==> src/rtl/pipeline_stage_memory.sv <==
// Memory-access pipeline stage: issues loads/stores over a req/ack handshake,
// stalls upstream while an access is outstanding and registers the writeback result.
module pipeline_stage_memory #(
  parameter int DATA_WIDTH   = 32,
  parameter int REG_ID_WIDTH = 5
) (
  input  logic                      clock,
  input  logic                      reset,
  input  logic                      in_valid,
  input  logic                      in_mem_read,
  input  logic                      in_mem_write,
  input  logic [1:0]                in_size,
  input  logic                      in_sign_ext,
  input  logic [DATA_WIDTH-1:0]     in_addr,
  input  logic [DATA_WIDTH-1:0]     in_store_data,
  input  logic [REG_ID_WIDTH-1:0]   in_reg_write_id,
  input  logic [DATA_WIDTH-1:0]     in_reg_data,
  output logic                      stall_from_memory,
  output logic                      dm_req,
  output logic                      dm_we,
  output logic [DATA_WIDTH-1:0]     dm_addr,
  output logic [DATA_WIDTH/8-1:0]   dm_be,
  output logic [DATA_WIDTH-1:0]     dm_wdata,
  input  logic [DATA_WIDTH-1:0]     dm_rdata,
  input  logic                      dm_ack,
  output logic                      out_valid,
  output logic                      out_fault,
  output logic [REG_ID_WIDTH-1:0]   out_reg_write_id,
  output logic [DATA_WIDTH-1:0]     out_reg_data,
  output logic [REG_ID_WIDTH-1:0]   fwd_reg_id,
  output logic                      fwd_data_ready,
  output logic [DATA_WIDTH-1:0]     fwd_data
);
  localparam int LANES = DATA_WIDTH / 8;

  typedef enum logic {IDLE, ACCESS} state_t;

  typedef struct packed {
    logic                    we;
    logic [1:0]              size;
    logic                    sign;
    logic [DATA_WIDTH-1:0]   addr;
    logic [LANES-1:0]        be;
    logic [DATA_WIDTH-1:0]   wdata;
    logic [REG_ID_WIDTH-1:0] id;
    logic [DATA_WIDTH-1:0]   data;
  } req_t;

  state_t state;
  req_t   r;

  logic mem_op, fault;
  assign mem_op = in_valid & (in_mem_read | in_mem_write);
  assign fault  = mem_op & ((in_mem_read & in_mem_write) |
                            (in_size == 2'b11) |
                            ((in_size == 2'b01) & in_addr[0]) |
                            ((in_size == 2'b10) & (in_addr[1:0] != 2'b00)));

  // Byte enables and replicated write data are formed per lane before latching.
  logic [LANES-1:0]      st_be;
  logic [LANES-1:0][7:0] st_wdata;
  for (genvar i = 0; i < LANES; i++) begin : g_lane
    logic       be_l;
    logic [7:0] wd_l;
    always_comb begin
      be_l = 1'b1;
      wd_l = in_store_data[8*i +: 8];
      case (in_size)
        2'b00: begin
          be_l = (in_addr[1:0] == 2'(i));
          wd_l = in_store_data[7:0];
        end
        2'b01: begin
          be_l = (in_addr[1] == (i >= 2));
          wd_l = in_store_data[8*(i%2) +: 8];
        end
        default: ;
      endcase
    end
    assign st_be[i]    = be_l;
    assign st_wdata[i] = wd_l;
  end

  logic [7:0]            ld_byte;
  logic [15:0]           ld_half;
  logic [DATA_WIDTH-1:0] ld_data;
  always_comb begin
    case (r.addr[1:0])
      2'b00:   ld_byte = dm_rdata[7:0];
      2'b01:   ld_byte = dm_rdata[15:8];
      2'b10:   ld_byte = dm_rdata[23:16];
      default: ld_byte = dm_rdata[31:24];
    endcase
    ld_half = r.addr[1] ? dm_rdata[31:16] : dm_rdata[15:0];
    case (r.size)
      2'b00:   ld_data = {{(DATA_WIDTH-8){r.sign & ld_byte[7]}}, ld_byte};
      2'b01:   ld_data = {{(DATA_WIDTH-16){r.sign & ld_half[15]}}, ld_half};
      default: ld_data = dm_rdata;
    endcase
  end

  always_ff @(posedge clock or negedge reset) begin
    if (!reset) begin
      state            <= IDLE;
      r                <= '0;
      out_valid        <= 1'b0;
      out_fault        <= 1'b0;
      out_reg_write_id <= '0;
      out_reg_data     <= '0;
    end else begin
      case (state)
        IDLE: begin
          if (mem_op && !fault) begin
            r.we      <= in_mem_write;
            r.size    <= in_size;
            r.sign    <= in_sign_ext;
            r.addr    <= in_addr;
            r.be      <= st_be;
            r.wdata   <= st_wdata;
            r.id      <= in_reg_write_id;
            r.data    <= in_reg_data;
            state     <= ACCESS;
            out_valid <= 1'b0;
            out_fault <= 1'b0;
          end else begin
            out_valid        <= in_valid;
            out_fault        <= fault;
            out_reg_write_id <= fault ? '0 : in_reg_write_id;
            out_reg_data     <= in_reg_data;
          end
        end
        ACCESS: begin
          // Without ack a bubble goes downstream while upstream is held.
          if (dm_ack) begin
            state            <= IDLE;
            out_valid        <= 1'b1;
            out_fault        <= 1'b0;
            out_reg_write_id <= r.id;
            out_reg_data     <= r.we ? r.data : ld_data;
          end else begin
            out_valid <= 1'b0;
          end
        end
        default: state <= IDLE;
      endcase
    end
  end

  assign dm_req   = (state == ACCESS);
  assign dm_we    = dm_req & r.we;
  assign dm_addr  = dm_req ? {r.addr[DATA_WIDTH-1:2], 2'b00} : '0;
  assign dm_be    = dm_req ? r.be : '0;
  assign dm_wdata = dm_req ? r.wdata : '0;

  // Gated by reset so the stall drops the instant reset asserts.
  assign stall_from_memory = reset & ((state == IDLE) ? (mem_op & ~fault) : ~dm_ack);

  assign fwd_reg_id     = out_valid ? out_reg_write_id : '0;
  assign fwd_data       = out_valid ? out_reg_data : '0;
  assign fwd_data_ready = 1'b1;
endmodule
==> config.mk <==
export PLATFORM = sky130hd
export DESIGN_NAME = pipeline_stage_memory
export DESIGN_NICKNAME = d
export VERILOG_FILES = /design/src/rtl/pipeline_stage_memory.sv
export SDC_FILE = /design/constraint.sdc
export NUM_CORES = 1
export LEC_CHECK = 0
export ABC_AREA = 1
export BUFFER_PORTS_ARGS = -buffer_cell sky130_fd_sc_hd__clkbuf_2
export CAP_MARGIN = 20
export CORE_MARGIN = 5
export CORE_UTILIZATION = 40
export CTS_CLUSTER_SIZE = 10
export DETAILED_ROUTE_END_ITERATION = 6
export PLACE_DENSITY = 0.79
export SLEW_MARGIN = 20
export SYNTH_ARGS = -nofsm -noshare
export SYNTH_HDL_FRONTEND = slang
export SYNTH_SLANG_ARGS = --single-unit
==> constraint.sdc <==
create_clock -name clock -period 1.5 [get_ports clock]
set_input_delay 0.225 -clock clock [delete_from_list [all_inputs] [get_ports clock]]
set_output_delay 0.225 -clock clock [all_outputs]
set_load 0.05 [all_outputs]
; Word level (Yosys, flattened, before mapping)
; Cells that the tools add are included.
[word_totals]
regBits = 149
inputBits = 142
out_inout_bits = 148
word_cells = 85
[classes]
eq_ne = 11
mux = 33
bitwise = 18
n_reduce_logical = 10
[op_table]
columns = op, n
row1 = 2-to-1 mux 32 bit, 6
row2 = one-hot mux 32 bit (2 select lines), 2
row3 = one-hot mux 8 bit (3 select lines), 1
row4 = 2-to-1 mux 5 bit, 4
row5 = 2-to-1 mux 16 bit, 1
row6 = 2-to-1 mux 8 bit, 2
row7 = one-hot mux 8 bit (2 select lines), 1
row8 = one-hot mux 1 bit (2 select lines), 7
row9 = bitwise AND 1 bit, 10
row10 = "== test 2 bit, second input constant", 5
row11 = one-hot mux 5 bit (2 select lines), 1
row12 = "== test 2 x 1 -> 1 bit, second input constant", 4
row13 = zero test 2 bit, 4
row14 = 2-to-1 mux 1 bit, 7
row15 = 2-to-1 mux 4 bit, 1
row16 = "inequality test 2 bit, second input constant", 2
row17 = inverter 1 bit, 4
row18 = OR 1 bit, 4
row19 = AND reduction 2 bit, 2
row20 = nonzero test 2 bit, 1
row21 = OR reduction 2 bit, 1
row22 = logical AND 1 bit, 1
row23 = zero test 1 bit, 1

; Logic depth before layout (Yosys ltp)
; Gate-level depths: netlist (run 1).
[depth]
ltp_word = 9
mapped_depth = 13
depth_no_buf = 10

; Worst setup path after synthesis (run 1)
; OpenSTA, ideal clock, no wires.
[synth_timing]
path_kind = reg-to-output
start = register state, in the netlist dm_req
end = output port stall_from_memory
arrival_time_ns = 2.103
required_time_ns = 1.275
setup_slack_ns = -0.828
path_stages_with_launch = 10
n_path_buf = 3
cell_sequence = dfrtp_1 buf_2 inv_2 nor2_1 inv_1 nand2_2 inv_2 buf_6 buf_6 nor2_1
[synth_between]
elab_chain_cells = 2
[synth_lines]
columns = element, line_no
row1 = from (decl), 49  ; state_t state;
row2 = from (signal assigned), 104  ; state <= IDLE;
row3 = from (signal assigned), 122  ; state <= ACCESS;
row4 = from (signal assigned), 135  ; state <= IDLE;
row5 = 2-to-1 mux 1 bit, 156  ; assign stall_from_memory = reset & ((state == IDLE) ? (mem_op & ~fault) : ~dm_ack);
row6 = bitwise AND 1 bit, 156
row7 = to (decl), 18  ; output logic stall_from_memory,
; Every way passes these cells.

; Final worst setup path (run 1)
[layout_timing]
start = register state, in the netlist dm_req
end = output port dm_wdata[28]
[layout_between]
elab_chain_cells = 1
[layout_lines]
columns = element, line_no
row1 = 2-to-1 mux 32 bit, 153  ; assign dm_wdata = dm_req ? r.wdata : '0;
row2 = to (decl), 23  ; output logic [DATA_WIDTH-1:0] dm_wdata,
; Every way passes these cells.

==> results of run 1 <==
-- layer usage --
layer | routed length [um] | vias to the layer above
met2 | 19800 | 740
met4 | 2350 | 2
met1 | 14600 | 4928
li1 | - | 4504
met3 | 4020 | 178
met5 | 13 | -
-- final timing paths --
path / cells after the start / to / slack (ns)
min reg2reg: 2 / r[32] / 0.48
max: 5 / dm_wdata[28] / -0.37
max in group asynchronous: 3 / r[96] / 0.73
min: 3 / r[93] / 0.02
max reg2reg: 10 / r[16] / -0.29
min in group asynchronous: 3 / out_reg_data[20] / 0.38
-- worst max-delay path, cell delays in order (launching register included) --
cell and delay [ns]:
dfrtp_4 0.53, buf_6 0.17, clkbuf_16 0.18, nand2_2 0.09, clkinvlp_4 0.10, buf_12 0.15
-- flip-flops by register name, indices dropped and copies added, names as in the netlist --
signal            cells
out_valid             1
out_fault             1
out_reg_data         32
dm_req                1
out_reg_write_id      5
r                   109
-- power breakdown --
group / switching [mW] / internal, mW / total [mW] / leakage (nW)
Clock: 1.88 / 2.68 / 4.56 / 0.294
Combinational: 5.73 / 3.81 / 9.54 / 5.74
Sequential: 1.03 / 5.04 / 6.07 / 1.81
Total: 8.64 / 11.5 / 20.2 / 7.84
-- synthesized netlist by cell type, types with 11 or more instances --
cell	instances
nand2_1	509
inv_1	172
dfrtp_1	149
nor2_1	96
a21oi_1	73
o21ai_0	58
nand3_1	57
clkbuf_1	26
buf_2	22
buf_4	12
a31oi_1	11
-- what timing repair did --
action / in CTS / in global routing
endpoints found under the hold margin: 166 / 0
hold buffers: 18 / 0
setup buffers: 19 / 23
cloned: 21 / 26
gates resized for setup: 326 / 361
endpoints found under the setup margin: 227 / 247
pin swaps: 9 / 59
-- logic make-up after synthesis --
| family | after synthesis |
|---|---|
| and+or+nand+nor | 679 |
| DFF | 149 |
| other | 2 |
| buffers and inverters | 251 |
| AOI/OAI and AO/OA | 153 |
-- through the flow --
stage	cell area (um^2)	instances
finish	15800	1901
global route	15800	1901
CTS	14000	1863
detailed placement	11200	1775
global placement	11200	1775
floorplan	8820	1235
-- layout make-up --
class,count,area (um^2),share of cell area (%)
Sequential cell,149,3740,23.7
Clock inverter,13,168,1.06
Antenna cell,1,2.50,0.0159
Inverter,180,1040,6.61
Clock buffer,18,439,2.78
Timing Repair Buffer,435,5170,32.8
Tap cell,270,338,2.14
Multi-Input combinational cell,835,4880,30.9
==> qor.txt, run 1 <==
RR Startpoint: dm_req
Register area share after synthesis: 45.0%
Peak VDD IR: 0.939 mV
Post-synthesis adder-cell area fraction: 0%
Vias: 10400
Worst-path maximum fanout: 7
Overall power: 20.2 mW
Routed WL: 40800 um
Final hold vios: 0
Final Wtd Congestion: 0.890
Worst Setup End Kind: primary output
DR iter-0 viols: 881
Failing checks: negative setup slack
Die area: 0.0237 mm^2
Synth Area per Inst: 6.71 um^2
Post-synth EDFFs: 0
Final period demand of the worst path: 1.87 ns
Mux contribution to synthesized area: 0%
Met3 Resource Use GR: 7.42%
Fillers: 1220
Worst Hold Slack: 0.0167 ns
PortBufs: 286
Top cells by area, synth: dfrtp_1 45%, nand2_1 23%, inv_1 7.8%, a21oi_1 4.4%, nor2_1 4.4%
Critical path startpoint: dm_req
Worst Path Arrival: 1.64 ns
Clk slew on worst S/H paths: 0.07 ns
DIE WIDTH: 154 um
Post-synth top area share: 45.0%
Synth Cell Area: 0.00828 mm^2
CP Class: reg2out
Worst skew pair latency: 0.42 ns
Sink Count: 149
Main combinational cell family by area after synthesis: simple AND/OR/NAND/NOR gates
Proportion of layout cells with a drive suffix above 1: 51.7%
Initial antenna violation count: 2
TritonCTS buffer count: 17
Clock buffer depth: 2
XOR/XNOR Fraction of Synth Area: 0%
Die Y: 154 um
Status: complete, but fails checks
Worst hold start: in_addr[20]
GRT busiest layer: met2
Grt met2 use: 48.0%
Synth cell types: 29
Startpoint types: flop
Final nets: 1760
Worst hold-check path type: in2reg
CTS Root Buffer Type: clkbuf_16
Mapped Cells: 1234
Most frequent cells in the layout: 318 x nand2_1, 178 x clkbuf_2, 144 x dfrtp_1
Synth async-reset ratio: 100%
MaxCap Viol Count: 0
Via density: 5.45
Post-Place Setup Slack: -0.125 ns
Final core area utilization: 77.7%
CTS tree: yes
Drt wl/cell: 21.5 um
Final Max Slew Viols: 0
Max Clock Freq: 535 MHz
Boundary Pins: 290
Synth warnings: 0
Pre-antenna DRT Iters: 6
Setup Viol. Count Final: 245
Commonest non-fill, non-tap cell in the layout: nand2_1
Post-route antenna net violation count: 0
Dpl hpwl: 20400 um
Main synth FF type: dfrtp_1
Final Skew: 0.0104 ns
Final period util: 125%
All-Layer GR Usage: 28.4%
CP required: 1.27 ns
Synth area leader: dfrtp_1
Layout area overhead: 90.6%
RSZ-0062 raised after global routing: true
#FFs+latches synth: 149
PnR worst setup slack: -0.368 ns
Residual DRC: 0
Core box area: 0.0203 mm^2
Compound-Gate Fraction of Synth Area: 9.76%
First-pass GRT wire length: 53400 um
Overflow after GRT: 0
Leak: 7.84 nW
Starting Density: 40.8%
# rows: 52
Power Dens Cells: 1280 mW/mm^2
Simple-gate portion of the synthesized area: 32.3%
Largest net degree at the start of global routing: 68
Met1 track demand over resource: 34.6%
H-tree levels: 4
Vias in the first global route: 9833
Total Neg Setup Slack: -49.30 ns
Power figures use the tool's default switching activity.
==> run 2, diff against run 1 <==
CORE_UTILIZATION = 35   (was 40)
PLACE_DENSITY = 0.72   (was 0.79)
==> qor.txt, run 2 (same netlist as run 1, synthesis figures left out) <==
Met3 routed WL: 3240 um
Worst skew pair latency: 0.42 ns
DR iter-0 viols: 766
Dpl hpwl: 21900 um
Drt wl/cell: 18.9 um
CP required: 1.27 ns
Inserted Diodes: 0
DIE WIDTH: 164 um
Peak VDD IR: 0.662 mV
Via density: 5.00
PortBufs: 286
Final hold vios: 0
CP cell instances: buf_12 > buf_12 > buf_16 > nand2_4 > clkinvlp_4 > clkbuf_16
Clk slew on worst S/H paths: 0.06 ns
Top routing layer in use: met4
Biggest regs: r: 109 flops, out_reg_data: 32 flops, out_reg_write_id: 5 flops
Die Y: 164 um
TritonCTS buffer count: 17
All-Layer GR Usage: 24.5%
Slew @ Worst Pin: 0.649 ns
Reg2Reg Setup Slack: -0.25 ns
DR WL met2: 18300 um
# rows: 56
Final period util: 128%
Metal-1 WL: 13800 um
MaxCap Viol Count: 0
Max Clock Freq: 522 MHz
Most frequent CP cell: buf_12
Worst-path maximum fanout: 5
Failing checks: negative setup slack
Overall power: 19.5 mW
Slowest-stage cell, CP: dfrtp_4
Final nets: 1743
Clock buffer depth: 2
Core box area: 0.0234 mm^2
Residual DRC: 0
Die area: 0.0268 mm^2
Final core area utilization: 64.7%
Status: complete, but fails checks
Routed WL: 36400 um
Most flop-heavy register: r
Initial antenna violation count: 0
Vias: 9660
First-pass GRT wire length: 51400 um
Layout area overhead: 82.9%
Final period demand of the worst path: 1.92 ns
PnR worst setup slack: -0.417 ns
Final Skew: 0.00999 ns
Sink Count: 149
Worst hold-check path type: in2reg
Starting Density: 35.4%
Final Max Slew Viols: 0
Largest net degree at the start of global routing: 101
CTS tree: yes
WP buf/inv: 5
Post-Place Setup Slack: -0.0899 ns
Most frequent cells in the layout: 376 x nand2_1, 178 x clkbuf_2, 147 x dfrtp_1
Startpoint types: flop
Family with the most delay on the worst path: buffers and inverters
Overflow after GRT: 0
Post-route antenna net violation count: 0
Proportion of layout cells with a drive suffix above 1: 46.2%
Power Dens Cells: 1290 mW/mm^2
Largest stage delay, worst path: 0.49 ns
Final Wtd Congestion: 0.907
Vias in the first global route: 9649
Worst Setup End Kind: primary output
CTS Root Buffer Type: clkbuf_16
Fillers: 1871
Max reg flops: 109
Setup Viol. Count Final: 249
Boundary Pins: 290
CP Class: reg2out
RSZ-0062 raised after global routing: true
Slew HR: 56.7%
Pre-antenna DRT Iters: 7
Worst Path Arrival: 1.69 ns
Commonest non-fill, non-tap cell in the layout: nand2_1
H-tree levels: 4
Leak: 7.54 nW
==> run 2: cell types whose count changed in the layout (fill, tap and decap cells not counted), sizes merged, moves of 2 or more <==
cell / delta
bufinv: +2
clkbuf: -17
bufbuf: +2
inv: -4
dlygate4sd3: -8
buf: +6
==> run 2: final timing paths <==
| path | startpoint | endpoint | cells past startpoint |
|---|---|---|---|
| worst max-delay path | dm_req | dm_wdata[23] | 6 |
| worst min register to register | r[34] | r[34] | 2 |
| min in group asynchronous | reset | r[12] | 3 |
| worst min-delay path | in_store_data[23] | r[60] | 3 |
| worst max register to register | dm_req | r[80] | 10 |
| max in group asynchronous | reset | r[93] | 3 |
==> run 2: timing repair <==
action                                  4_1_cts  5_1_grt
endpoints found under the setup margin      145      253
hold buffers                                 10        0
pin swaps                                    16        7
setup buffers                                19        8
resized for setup                           325      179
gates cloned                                 14       18
hold endpoints to repair                    158        0
==> run 2: cell type report <==
| type | instances | area (um^2) | area share [%] |
|---|---|---|---|
| clock buffer | 18 | 429 | 2.83 |
| clock inverter | 12 | 205 | 1.36 |
| inverter | 180 | 1040 | 6.88 |
| multi-input combinational | 835 | 4400 | 29.0 |
| sequential | 149 | 3730 | 24.7 |
| tap | 319 | 399 | 2.64 |
| timing repair buffer | 418 | 4940 | 32.6 |
==> run 2: worst reg2reg max path, delay by kind of cell (launching register included) <==
family                 cells  cell delay [ns]
DFF                        1             0.49
and+or+nand+nor            4             0.40
buffers and inverters      6             0.79
==> run 2: routing by layer <==
metal	vias up	global-route usage, %
met4	0	7.01
met2	501	42.8
met3	82	6.83
met5	-	0
li1	4462	-
met1	4615	29.5
==> run 2: report_power, final <==
group          switching, mW  internal, mW  leakage, nW
registers              0.955          5.03         1.81
logic                   5.26          3.49         5.42
clock network           1.81          2.95        0.302
==> run 2: metrics by stage <==
step	cells	hold WS [ns]	cell area, um^2	TNS [ns]
3_5_place_dp	1834	0.347	11600	-2.31
6_report	1931	0.0143	15100	-48.18
5_1_grt	1931	0.00779	15100	-61.64
2_1_floorplan	1235	-0.0706	8820	-3.68
4_1_cts	1907	0.000545	14200	-46.63
3_3_place_gp	1834	0.346	11600	-0.927
==> run 3, diff against run 2 <==
CORE_MARGIN = 1   (was 5)
CTS_BUF_LIST = sky130_fd_sc_hd__clkbuf_2 sky130_fd_sc_hd__clkbuf_4 sky130_fd_sc_hd__clkbuf_8   (was default)
==> qor.txt, run 3 (same netlist as run 1, synthesis figures left out) <==
Met3 Resource Use GR: 7.19%
Final period util: 130%
Routed WL: 37700 um
Met1 track demand over resource: 32.2%
Boundary Pins: 290
Worst Setup End Kind: primary output
Core box area: 0.0229 mm^2
Max Clock Freq: 512 MHz
Inserted Diodes: 0
Placed inst area: 0.0114 mm^2
Overflow after GRT: 0
H-tree levels: 4
Initial antenna violation count: 1
Drt wl/cell: 18.9 um
Biggest regs: r: 109 flops, out_reg_data: 32 flops, out_reg_write_id: 5 flops
Fillers: 1626
Max reg flops: 109
Sequential cell area: 0.00374 mm^2
Sink Count: 149
MaxCap Viol Count: 0
Vias: 10200
CP required: 1.27 ns
Leak: 7.77 nW
Most frequent cells in the layout: 300 x nand2_1, 172 x clkbuf_2, 143 x dfrtp_1
Post-Place Setup Slack: -0.180 ns
Final Max Slew Viols: 0
Vias in the first global route: 9565
Residual DRC: 0
Die area: 0.0243 mm^2
CTS Root Buffer Type: clkbuf_8
PortBufs: 286
Die Y: 156 um
Largest net degree at the start of global routing: 94
Proportion of layout cells with a drive suffix above 1: 51.0%
Setup Viol. Count Final: 193
GRT busiest layer: met2
Most flop-heavy register: r
CTS tree: yes
Via density: 5.14
Worst hold-check path type: in2reg
Final Skew: 0.0102 ns
Worst skew pair latency: 0.46 ns
RSZ-0062 raised after global routing: true
DR iter-0 viols: 746
Final instance area: 0.0159 mm^2
Starting Density: 36.1%
PnR worst setup slack: -0.453 ns
Power Dens Cells: 1200 mW/mm^2
Final nets: 1807
Startpoint types: flop
Final Wtd Congestion: 0.889
First-pass GRT wire length: 50900 um
# rows: 55
Slew HR: 61.3%
Failing checks: negative setup slack
Clock buffer depth: 2
Final hold vios: 0
Pre-antenna DRT Iters: 5
Final period demand of the worst path: 1.95 ns
Commonest non-fill, non-tap cell in the layout: nand2_1
Post-route antenna net violation count: 0
Footprint of the multi-input gates: 0.00490 mm^2
Dpl hpwl: 20400 um
DIE WIDTH: 156 um
TritonCTS buffer count: 17
Clk slew on worst S/H paths: 0.09 ns
All-Layer GR Usage: 27.4%
Slew @ Worst Pin: 0.581 ns
Status: complete, but fails checks
Layout area overhead: 92.1%
Worst Path Arrival: 1.73 ns
Reg2Reg Setup Slack: -0.16 ns
Worst-path maximum fanout: 22
Peak VDD IR: 0.628 mV
Grt met2 use: 47.9%
CP Class: reg2out
[run 3: cell count changes in the layout (fill, tap and decap cells not counted), sizes merged]
cell / change
buf: +6
bufbuf: -2
bufinv: -1
clkbuf: -9
clkinv: -3
dlygate4sd3: +70
inv: +5
[run 3: final cells by class]
cell class / count / share of cell area, %
clock buffers: 19 / 1.60
inverters: 180 / 6.47
clock inverters: 13 / 1.21
well taps: 313 / 2.46
multi-input cells: 835 / 30.8
flip-flops and latches: 149 / 23.5
repair buffers: 482 / 33.9
[run 3: worst max-delay path: stages, from the launching register on]
cell and delay, ns:
dfrtp_4 0.52, buf_12 0.18, buf_16 0.18, nand2_2 0.11, clkinvlp_4 0.09, clkbuf_8 0.18
[run 3: metal layers]
layer,share of wire [%],wire [um]
met1,36,13700
met2,51,19300
met3,8.4,3190
met4,4.0,1500
met5,0.034,13
[run 3: final timing paths]
path                               endpoint  cells past startpoint             from
hold / removal                        r[16]                      3  in_reg_data[16]
max in group asynchronous             r[50]                      3            reset
setup reg to reg                      r[49]                      9           dm_req
setup / recovery                dm_addr[18]                      5           dm_req
min in group asynchronous  out_reg_data[10]                      3            reset
hold reg to reg                       r[34]                      2            r[34]
[run 3: through the flow]
step	power (mW)	std cells	hold slack, ns	setup TNS (ns)	utilization [%]
floorplan	10.2	1235	-0.0706	-3.68	-
global placement	12.2	1826	0.246	-4.90	49.6
detailed placement	12.4	1826	0.247	-7.35	49.6
CTS	17.4	1949	0.000465	-39.35	61.6
global route	19.9	1991	0.00372	-55.34	69.4
finish	19.1	1991	0.0313	-42.31	69.4
[run 3: repair_timing]
item | in CTS | in global routing
endpoints found under the setup margin | 158 | 233
setup buffers | 9 | 20
hold buffers | 73 | 7
hold endpoints to repair | 221 | 7
gates resized for setup | 295 | 382
pin swaps | 3 | 80
gates cloned | 9 | 17
[run 3: where the power goes]
group	internal, mW	switching, mW	total [mW]	leakage (nW)
Combinational	3.78	5.59	9.37	5.74
Sequential	5.03	1.01	6.04	1.81
Clock	1.91	1.77	3.67	0.222
